[src/rtl/req_arbiter4.sv]
// Four-requester arbiter: one registered grant at a time, each grant capped at MAX_HOLD cycles.
// Fixed priority by default; define ROUND_ROBIN_EN for a rotating search that starts after the last winner.
module req_arbiter4 #(
  parameter int unsigned MAX_HOLD = 8
) (
  input  logic       clk,
  input  logic       resetn,
  input  logic [3:0] req,
  output logic [3:0] grant,
  output logic [1:0] grant_id,
  output logic       busy,
  output logic       timeout
);

  typedef enum logic {IDLE, GRANTED} state_t;

  localparam logic [7:0] HOLD_LAST = 8'(MAX_HOLD - 1);

  state_t     state;
  logic [7:0] hold_cnt;
  logic [1:0] win_id;

`ifdef ROUND_ROBIN_EN
  logic [1:0] last_grant;
  logic [1:0] idx;

  // Walk from the farthest candidate back to the nearest so the nearest set bit wins.
  always_comb begin
    win_id = 2'(last_grant + 2'd1);
    idx    = 2'd0;
    for (int k = 3; k >= 0; k--) begin
      idx = 2'(last_grant + 2'd1 + 2'(k));
      if (req[idx]) win_id = idx;
    end
  end
`else
  always_comb begin
    win_id = 2'd0;
    for (int k = 3; k >= 0; k--)
      if (req[k]) win_id = 2'(k);
  end
`endif

  always_ff @(posedge clk) begin
    if (!resetn) begin
      state    <= IDLE;
      grant    <= 4'd0;
      grant_id <= 2'd0;
      busy     <= 1'b0;
      timeout  <= 1'b0;
      hold_cnt <= 8'd0;
`ifdef ROUND_ROBIN_EN
      last_grant <= 2'd3;
`endif
    end else begin
      timeout <= 1'b0;
      case (state)
        IDLE: begin
          if (|req) begin
            state    <= GRANTED;
            grant    <= 4'd1 << win_id;
            grant_id <= win_id;
            busy     <= 1'b1;
            hold_cnt <= 8'd0;
`ifdef ROUND_ROBIN_EN
            last_grant <= win_id;
`endif
          end
        end
        GRANTED: begin
          // A drop takes precedence over expiry, so a coincident drop never pulses timeout.
          if (!req[grant_id] || hold_cnt >= HOLD_LAST) begin
            state    <= IDLE;
            grant    <= 4'd0;
            grant_id <= 2'd0;
            busy     <= 1'b0;
            timeout  <= req[grant_id];
          end else if (hold_cnt != 8'hFF) begin
            hold_cnt <= hold_cnt + 8'd1;
          end
        end
        default: state <= IDLE;
      endcase
    end
  end

endmodule
[config.mk]
export PLATFORM = sky130hd
export DESIGN_NAME = req_arbiter4
export DESIGN_NICKNAME = d
export VERILOG_FILES = /design/src/rtl/req_arbiter4.sv
export SDC_FILE = /design/constraint.sdc
export NUM_CORES = 1
export LEC_CHECK = 0
export BUFFER_PORTS_ARGS = -buffer_cell sky130_fd_sc_hd__buf_2
export CELL_PAD_IN_SITES_DETAIL_PLACEMENT = 2
export CELL_PAD_IN_SITES_GLOBAL_PLACEMENT = 2
export CORE_AREA = 4 4 56 58
export DETAILED_ROUTE_END_ITERATION = 8
export DIE_AREA = 0 0 60 62
export PLACE_DENSITY_LB_ADDON = 0.1
export SYNTH_ARGS = -nofsm -noshare
export SYNTH_HDL_FRONTEND = slang
export SYNTH_SLANG_ARGS = --single-unit
[constraint.sdc]
create_clock -name clk -period 1.6 [get_ports clk]
set_input_delay 0 -clock clk [delete_from_list [all_inputs] [get_ports clk]]
set_output_delay 0 -clock clk [all_outputs]
set_load 0.01 [all_outputs]
==> summary.txt, run 1 <==
Seq/Total Area, Yosys - 46.7%
WL met2 - 964 µm
Num Clock Sinks - 17
Worst slew margin - 64.1%
peak supply drop - 0.000377 V
startpoint types - flop
total negative slack - 0 ns
Syn Inst Count - 72
Syn Nets - 79
fillers - 314
status - finished, final reports clean
most common cell in the netlist - dfxtp_1
Initial Util - 27.3%
Max-cap violations - 0
CTS tree - built
1st-iter DRT viols - 20
num rows - 19
top sig layer - met4
Synth top cells by count - dfxtp_1 (17), o21a_1 (8), and3_1 (7), nor3b_1 (7)
IO buf count - 13
CTS root buf - clkbuf_4
syn_area_per_cell - 10.1 µm²
Tot Pwr - 0.000822 W
final worst path period share - 98.3%
Longest Clk Path Bufs - 2
synth unique cells - 23
TritonCTS buffer count - 3
post-route ant nets - 0
Reg2Reg Launch Point - grant_id[1]
critical setup path kind - reg2reg
Ys Warns - 0
leading area contributor after synthesis - dfxtp_1
Clock Pin Slew Worst Setup and Hold Paths - 0.10 ns
hpwl dp - 1370 µm
number of synthesized flops with an enable pin - 0
Seq. cell area - 343 µm²
Die Ht - 62 µm
crit end category - flop
reg2reg setup slack - 0.03 ns
Worst-Margin Slew - 0.537 ns
Slew Limit Fails - 0
wire length per cell - 15.5 µm
routed vias/inst - 5.03
crit path max fanout - 8
Critical Path Start - grant_id[1]
GRT overflow - 0
worst endpoint required time - 1.80 ns
initial antenna violation count - 0
RePlAce Congestion - 0.681
Final Hold Fails - 0
#FFs+latches synth - 17
Routed WL - 1940 µm
# setup viols final - 0
Core ar. - 2660 µm²
PD cells - 826 nW/µm²
Hold Startpoint - resetn
Pleak - 0.438 nW
clk_lat worst skew - 0.29 ns
vias in the first global route - 695
hold slack - 0.0772 ns
pre-CTS setup slack - -0.0367 ns
Post-CTS Hold Fix Bufs - 0
DR DRC count - 0
Setup Skew - 0.00936 ns
worst setup margin - 0.0275 ns
first-pass GRT wire length - 3250 µm
first drt pass iteration count - 3
fmax - 0.636 GHz
Total GRT Usage - 12.1%
met3 WL - 37 µm
Area Overhead vs Synth - 36.6%
layout cells sized above 1 - 42.6%
worst path arrival time - 1.77 ns
top area cells in the synthesized netlist - dfxtp_1 (47%), o21a_1 (8.2%), nor3b_1 (7.2%), and3_1 (6.0%), nor4_1 (3.4%)
Synth Flop Type - dfxtp_1
Die X - 60 µm
pin count of the biggest net entering global routing - 18
io pins - 14
Synth Cell Area - 728 µm²
# diodes - 0
met1 wire length - 891 µm
Via Count - 629
area of the multi-input gates - 434 µm²
minimum clock period - 1.57 ns
HP Class - in2reg
die footprint - 3720 µm²
nets - 102
top-area cell type share of the netlist area - 46.7%
share of flip-flops with an asynchronous set or reset - 0%
unrepaired setup endpoints after global routing - true
H-tree lvl count - 1
-- area by class of cell --
type / count / area share, %
well taps: 31 / 3.90
flip-flops and latches: 17 / 34.5
inverters: 3 / 1.13
clock buffers: 4 / 2.64
multi-input cells: 49 / 43.6
repair buffers: 21 / 14.2
-- report_power, final --
part / internal (W) / leakage (nW) / total [W] / switching (W)
logic: 0.0000596 / 0.284 / 0.000137 / 0.0000772
clock network: 0.0000970 / 0.0150 / 0.000233 / 0.000136
registers: 0.000438 / 0.139 / 0.000452 / 0.0000143
-- metal layers --
layer | vias up | global-route usage, %
met5 | - | 0
met4 | 0 | 7.59
met3 | 4 | 1.86
met2 | 7 | 19.6
met1 | 309 | 15.0
li1 | 309 | -
-- worst max-delay path, cell delays in order (launching register included) --
cell and delay (ns):
dfxtp_2 0.35, mux4_2 0.55, a31oi_4 0.19, buf_12 0.16, nor3b_2 0.05, o21a_1 0.18
-- state kept, by name, summed over array words and instances (netlist names) --
name,count
grant,4
grant_id,2
busy,1
hold_cnt,8
timeout,1
state,1
-- final timing paths --
kind | to | cells after the start
hold reg to reg | hold_cnt[6] | 1
hold / removal | grant_id[1] | 2
setup reg to reg | grant_id[0] | 5
setup / recovery | grant_id[0] | 5
-- metrics by stage --
step           utilization (%)  std cells  cell area (µm²)
2_1_floorplan                -         72              728
3_3_place_gp              32.2        118              857
3_5_place_dp              32.2        118              857
4_1_cts                   34.9        125              930
5_1_grt                   37.4        125              995
6_report                  37.4        125              995
-- what timing repair did --
item / 4_1_cts / 5_1_grt
endpoints found under the hold margin: 0 / 0
pin swaps: 2 / 5
buffers inserted: 3 / 0
resized for setup: 3 / 13
setup endpoints to repair: 6 / 10
-- cell families (layout without fill, tap and decap cells) --
logic type | Yosys count | in the layout | synth area share (%)
fa+ha+maj | 1 | 1 | 1.72
simple gates | 30 | 30 | 25.4
buf+inv | 6 | 28 | 3.26
mux | 1 | 1 | 3.09
compound gates | 17 | 17 | 19.8
flops | 17 | 17 | 46.7
-- layout by cell type, fill, tap and decap left out, types with 2 or more instances in the layout --
master,count
and3_1,7
nor2_1,3
nor3b_4,2
dfxtp_1,15
nor4_1,4
buf_2,13
inv_1,3
nor3b_2,4
buf_4,6
o21a_1,8
clkbuf_4,3
o211a_1,2
nor3_1,2
a21boi_0,2
dfxtp_2,2
a21oi_1,2
Note: power is estimated with default switching activity, not from simulation.
==> run 2, diff against run 1 <==
--- a/config.mk
+++ b/config.mk
@@ -5,12 +5,13 @@
 export SDC_FILE = /design/constraint.sdc
 export NUM_CORES = 1
 export LEC_CHECK = 0
+export ABC_AREA = 1
 export BUFFER_PORTS_ARGS = -buffer_cell sky130_fd_sc_hd__buf_2
 export CELL_PAD_IN_SITES_DETAIL_PLACEMENT = 2
 export CELL_PAD_IN_SITES_GLOBAL_PLACEMENT = 2
-export CORE_AREA = 4 4 56 58
+export CORE_AREA = 4 4 60 62
 export DETAILED_ROUTE_END_ITERATION = 8
-export DIE_AREA = 0 0 60 62
+export DIE_AREA = 0 0 64 66
 export PLACE_DENSITY_LB_ADDON = 0.1
 export SYNTH_ARGS = -nofsm -noshare
 export SYNTH_HDL_FRONTEND = slang
==> summary.txt, run 2 <==
fillers - 360 (+15%)
final worst path period share - 91.1% (-7.1 points)
Longest Clk Path Bufs - 2 (unchanged)
RR Endpoint - hold_cnt[0]
#FFs+latches synth - 17 (unchanged)
worst endpoint required time - 1.80 ns (about the same)
Reg2Reg Launch Point - hold_cnt[0]
Largest regs - hold_cnt x8, grant x4, grant_id x2
DP Area - 893 µm² (+4.2%)
first-pass GRT wire length - 3780 µm (+16%)
Worst slew margin - 68.3% (+4.2 points)
Synth Cell Area - 778 µm² (+6.9%)
Critical Path Start - hold_cnt[0]
wire length per cell - 13.3 µm (-14%)
pin count of the biggest net entering global routing - 15 (-3)
Setup Skew - 0.0112 ns (+0.00187 ns)
total negative slack - 0 ns (unchanged)
crit path max fanout - 6 (-2)
Slew Limit Fails - 0 (unchanged)
Hold Startpoint - req[1]
post-route ant nets - 0 (unchanged)
fin util - 30.9% (-6.4 points)
HP Class - in2reg
num rows - 20 (+1)
R2R depth - 9 (+4)
Die X - 64 µm (+6.7%)
vias in the first global route - 803 (+16%)
die footprint - 4220 µm² (+14%)
Worst-Margin Slew - 0.475 ns (-0.0622 ns)
worst hold endpoint - grant[1]
peak supply drop - 0.000341 V (-9.7%)
io pins - 14 (unchanged)
1st-iter DRT viols - 9 (-55%)
syn_area_per_cell - 7.14 µm² (-29%)
combinational share of power - 16.1% (-0.6 points)
fmax - 0.686 GHz (+7.8%)
Area Overhead vs Synth - 20.3%
GRT overflow - 0 (unchanged)
Syn Inst Count - 109 (+51%)
minimum clock period - 1.46 ns (-0.114 ns)
Seq/Total Area, Yosys - 43.7% (-3.0 points)
Synth Flop Type - dfxtp_1
TritonCTS buffer count - 3 (unchanged)
startpoint types - flop
PD cells - 889 nW/µm² (+7.6%)
status - finished, final reports clean
Largest Register - hold_cnt
CTS tree - built
leading area contributor after synthesis - dfxtp_1
routed vias/inst - 4.46 (-11%)
most common cell in the netlist - nand2_1
Num Clock Sinks - 17 (unchanged)
Max-cap violations - 0 (unchanged)
critical setup path kind - reg2reg
synth unique cells - 18 (-22%)
# diodes - 0 (unchanged)
hpwl dp - 1750 µm (+28%)
Cell Int Power - 0.000578 W (-2.7%)
Core ar. - 3030 µm² (+14%)
IO buf count - 13 (unchanged)
reg2reg setup slack - 0.14 ns (+0.11 ns)
top-area cell type share of the netlist area - 43.7% (-3.0 points)
final instance area - 936 µm² (-5.9%)
share of flip-flops with an asynchronous set or reset - 0% (unchanged)
DR DRC count - 0 (unchanged)
Syn Nets - 116 (+47%)
CTS root buf - clkbuf_4
initial antenna violation count - 0 (unchanged)
layout cells sized above 1 - 19.0% (-24 points)
RePlAce Congestion - 0.692 (+1.6%)
unrepaired setup endpoints after global routing - false
Synth top cells by count - nand2_1 (27), dfxtp_1 (17), nor2_1 (16), nand3_1 (14)
Pleak - 0.425 nW (-3.0%)
worst path arrival time - 1.65 ns (-0.12 ns)
most frequent cells in the layout - nand2_1 (27), dfxtp_1 (17), nor2_1 (16), nand3_1 (14), buf_2 (13)
H-tree lvl count - 1 (unchanged)
first drt pass iteration count - 2 (-1)
# setup viols final - 0 (unchanged)
Clock Pin Slew Worst Setup and Hold Paths - 0.12 ns (+0.02 ns)
sw frac - 30.5% (+2.9 points)
clock power share - 29.6% (+1.3 points)
Total GRT Usage - 11.7% (-0.41 points)
max reg flops - 8 (unchanged)
Die Ht - 66 µm (+6.5%)
Ys Warns - 0 (unchanged)
Routed WL - 2250 µm (+16%)
worst hold path depth - 3 (+1)
most common cell after layout, fill and taps aside - nand2_1
Reg power frac - 54.3% (-0.8 points)
Final Hold Fails - 0 (unchanged)
Initial Util - 25.7% (-1.6 points)
clk_lat worst skew - 0.30 ns (about the same)
crit end category - flop
number of synthesized flops with an enable pin - 0 (unchanged)
Via Count - 758 (+21%)
Psw - 0.000254 W (+12%)
nets - 134 (+31%)
top area cells in the synthesized netlist - dfxtp_1 (44%), nand2_1 (13%), nand3_1 (9.0%), nor2_1 (7.7%), a21oi_1 (6.4%)
-- run 2: power groups by stage --
| stage | logic, W | clock network (W) | registers [W] |
|---|---|---|---|
| 2_1_floorplan | 0.0000775 | 0 | 0.000465 |
| 3_3_place_gp | 0.000131 | 0 | 0.000460 |
| 3_5_place_dp | 0.000132 | 0 | 0.000462 |
| 4_1_cts | 0.000135 | 0.000265 | 0.000452 |
| 5_1_grt | 0.000153 | 0.000282 | 0.000455 |
| 6_report | 0.000134 | 0.000246 | 0.000452 |
-- run 2: per-layer routing --
layer | share of wire (%) | global-route usage, % | wire length [µm]
met1 | 50 | 14.8 | 1130
met2 | 48 | 19.9 | 1070
met3 | 1.9 | 2.55 | 42
met4 | 0.49 | 3.23 | 11
met5 | 0 | 0 | 0
-- run 2: logic make-up after synthesis --
family | synth area share (%)
adder cells (fa/ha/maj) | 1.61
AO/OA/AOI/OAI | 8.84
buffers and inverters | 7.39
flip-flops | 43.7
AND/OR/NAND/NOR | 37.3
XOR/XNOR | 1.13
-- run 2: cell type report --
type,instances,area [µm²],area share [%]
Inverter,10,37.5,4.01
Multi-Input combinational cell,79,385,41.2
Tap cell,44,55.1,5.88
Clock inverter,1,5.00,0.535
Sequential cell,17,340,36.4
Timing Repair Buffer,16,90.1,9.63
Clock buffer,3,22.5,2.41
-- run 2: how the worst max path moves through the flow --
stage,end,slack [ns],cells after the start
floorplan,hold_cnt[2],0.36,9
global placement,hold_cnt[2],0.17,9
detailed placement,grant[2],0.11,9
CTS,grant_id[0],0.1,9
global route,grant_id[0],0.03,9
finish,hold_cnt[0],0.14,9
-- run 2: timing repair --
| item | CTS | global route |
|---|---|---|
| hold endpoints to repair | 3 | 0 |
| hold buffers | 1 | 0 |
| resized for setup | 0 | 1 |
| endpoints found under the setup margin | 0 | 7 |
| buffers inserted | 0 | 0 |
-- run 2: critical path, stage by stage, from the launching register on --
cell     delay [ns]
dfxtp_1        0.36
ha_1           0.22
nand2_1        0.07
nand2_1        0.08
nor2_4         0.11
nand3_2        0.09
nand2_4        0.11
nand2_1        0.16
nor2_1         0.13
nor2_1         0.05
-- run 2: stage by stage --
stage | total power, W | instances | worst slack [ns] | hold slack [ns]
3_5_place_dp | 0.000594 | 165 | 0.111 | 0.287
6_report | 0.000832 | 170 | 0.142 | 0.0185
3_3_place_gp | 0.000592 | 165 | 0.172 | 0.280
5_1_grt | 0.000890 | 170 | 0.0267 | 0.0222
4_1_cts | 0.000852 | 170 | 0.0973 | 0.0145
2_1_floorplan | 0.000543 | 109 | 0.364 | 0.121
==> run 3, diff against run 2 <==
--- a/config.mk
+++ b/config.mk
@@ -5,13 +5,12 @@
 export SDC_FILE = /design/constraint.sdc
 export NUM_CORES = 1
 export LEC_CHECK = 0
-export ABC_AREA = 1
 export BUFFER_PORTS_ARGS = -buffer_cell sky130_fd_sc_hd__buf_2
 export CELL_PAD_IN_SITES_DETAIL_PLACEMENT = 2
 export CELL_PAD_IN_SITES_GLOBAL_PLACEMENT = 2
-export CORE_AREA = 4 4 60 62
+export CORE_AREA = 4 4 65 49
 export DETAILED_ROUTE_END_ITERATION = 8
-export DIE_AREA = 0 0 64 66
+export DIE_AREA = 0 0 69 53
 export PLACE_DENSITY_LB_ADDON = 0.1
 export SYNTH_ARGS = -nofsm -noshare
 export SYNTH_HDL_FRONTEND = slang
==> summary.txt, run 3 (synthesized netlist as in run 1, its figures left out) <==
RePlAce Congestion - 0.690 (-0.32%)
Setup Skew - 0.00453 ns (-0.00670 ns)
Num Clock Sinks - 17 (unchanged)
Largest Register - hold_cnt
minimum clock period - 1.59 ns (+0.127 ns)
status - finished, final reports clean
DR DRC count - 0 (unchanged)
Die Ht - 53 µm (-20%)
Core ar. - 2640 µm² (-13%)
R2R depth - 5 (-4)
CTS tree - built
worst hold path depth - 2 (-1)
fillers - 296 (-18%)
hpwl dp - 1410 µm (-19%)
startpoint types - flop
TritonCTS buffer count - 3 (unchanged)
fmax - 0.631 GHz (-8.0%)
first drt pass iteration count - 3 (+1)
HP Class - in2reg
worst path arrival time - 1.73 ns (+0.08 ns)
area of the multi-input gates - 423 µm² (+9.7%)
Post-CTS Hold Fix Bufs - 0 (-1)
crit path max fanout - 7 (+1)
Slew Limit Fails - 0 (unchanged)
critical setup path kind - reg2reg
final worst path period share - 99.1% (+8.0 points)
Via Count - 617 (-19%)
die footprint - 3660 µm² (-13%)
most frequent cells in the layout - dfxtp_1 (14), buf_2 (13), o21a_1 (8), and3_1 (7), buf_4 (7)
initial antenna violation count - 0 (unchanged)
io pins - 14 (unchanged)
Seq. cell area - 344 µm² (+1.1%)
Pleak - 0.443 nW (+4.3%)
pin count of the biggest net entering global routing - 18 (+3)
wire length per cell - 15.3 µm (+16%)
Buf+Inv Stages, Crit Path - 1 (+1)
vias in the first global route - 646 (-20%)
Initial Util - 27.6% (+1.9 points)
first-pass GRT wire length - 3330 µm (-12%)
worst endpoint required time - 1.75 ns (-0.05 ns)
Crit path largest cell delay - 0.56 ns (+0.20 ns)
CP max-delay cell - mux4_2
DP Cell Count - 124 (-25%)
final std cells w/o fill - 130 (-24%)
Clock Pin Slew Worst Setup and Hold Paths - 0.07 ns (-0.05 ns)
RR Endpoint - grant_id[1]
Hold Startpoint - resetn
GRT overflow - 0 (unchanged)
post-route ant nets - 0 (unchanged)
Area Overhead vs Synth - 38.1%
final instance area - 1010 µm² (+7.5%)
1st-iter DRT viols - 12 (+3)
max reg flops - 8 (unchanged)
PD cells - 908 nW/µm² (+2.1%)
Longest Clk Path Bufs - 2 (unchanged)
most common cell after layout, fill and taps aside - dfxtp_1
IO buf count - 13 (unchanged)
crit-path cells - mux4_2 > a31oi_4 > buf_12 > nor3b_2 > o21a_1
# diodes - 0 (unchanged)
routed vias/inst - 4.75 (+6.4%)
num rows - 16 (-20%)
reg2reg setup slack - 0.01 ns (-0.13 ns)
crit-path leading delay family - multiplexers
Total GRT Usage - 12.0% (+0.35 points)
Worst slew margin - 66.6% (-1.7 points)
peak supply drop - 0.000531 V (+56%)
DP Area - 871 µm² (-2.5%)
Die X - 69 µm (+7.8%)
clk_lat worst skew - 0.26 ns (-0.04 ns)
worst hold endpoint - hold_cnt[1]
Reg2Reg Launch Point - grant_id[1]
crit end category - flop
CTS root buf - clkbuf_8
fin util - 38.1% (+7.2 points)
Worst-Margin Slew - 0.500 ns (+0.0251 ns)
layout cells sized above 1 - 42.6% (+24 points)
unrepaired setup endpoints after global routing - true
H-tree lvl count - 1 (unchanged)
Final Hold Fails - 0 (unchanged)
Largest regs - hold_cnt x8, grant x4, grant_id x2
nets - 102 (-24%)
Routed WL - 1990 µm (-12%)
# setup viols final - 0 (unchanged)
Max-cap violations - 0 (unchanged)
[run 3: changes by cell type in the layout (fill, tap and decap cells not counted), moves of 5 or more]
cell,before,now
nand3_1,14,1
buf_4,2,7
a21oi_1,10,2
nand2_1,27,1
inv_1,10,3
o21a_1,0,8
and3_1,0,7
nor3b_2,0,5
nor2_1,16,3
[run 3: worst max-delay path by stage]
stage,from,slack (ns),cells past startpoint,endpoint
final,grant_id[1],0.01,5,grant_id[1]
after global routing,grant_id[1],-0.05,5,grant_id[1]
after CTS,grant_id[1],-0.004,5,grant[2]
after detailed placement,grant_id[1],-0.04,4,grant[3]
after global placement,grant_id[1],-0.008,4,grant[1]
after floorplan,grant_id[1],0.05,4,grant[3]
[run 3: power by group]
| part | internal, W | switching [W] | leakage [nW] | total (W) |
|---|---|---|---|---|
| Clock | 0.000177 | 0.000149 | 0.0228 | 0.000326 |
| Sequential | 0.000439 | 0.0000149 | 0.140 | 0.000454 |
| Combinational | 0.0000581 | 0.0000756 | 0.281 | 0.000134 |
| Total | 0.000674 | 0.000239 | 0.443 | 0.000913 |
[run 3: layout make-up]
type	instances	share of cell area [%]
clock buffers	4	4.48
repair buffers	21	13.7
multi-input cells	49	42.0
well taps	36	4.48
flip-flops and latches	17	34.2
inverters	3	1.12
[run 3: metal layers]
metal | GRT usage (%) | up-vias | wire length (µm)
met1 | 14.8 | 296 | 1000
met4 | 5.84 | 0 | 35
met2 | 18.5 | 9 | 869
met3 | 4.74 | 4 | 87
li1 | - | 308 | -
met5 | 0 | - | 0
[run 3: what timing repair did]
action	in CTS	in global routing
buffers inserted	1	1
pin swaps	4	11
endpoints found under the setup margin	7	9
gates resized for setup	5	9
[run 3: per-stage QoR]
stage,hold slack (ns),setup WS [ns],power (W),setup TNS (ns)
after floorplan,0.136,0.0491,0.000524,0
after global placement,0.400,-0.00787,0.000572,-0.0149
after detailed placement,0.407,-0.0389,0.000575,-0.130
after CTS,0.128,-0.00415,0.000921,-0.0119
after global routing,0.137,-0.0543,0.000961,-0.286
final,0.110,0.0142,0.000913,0
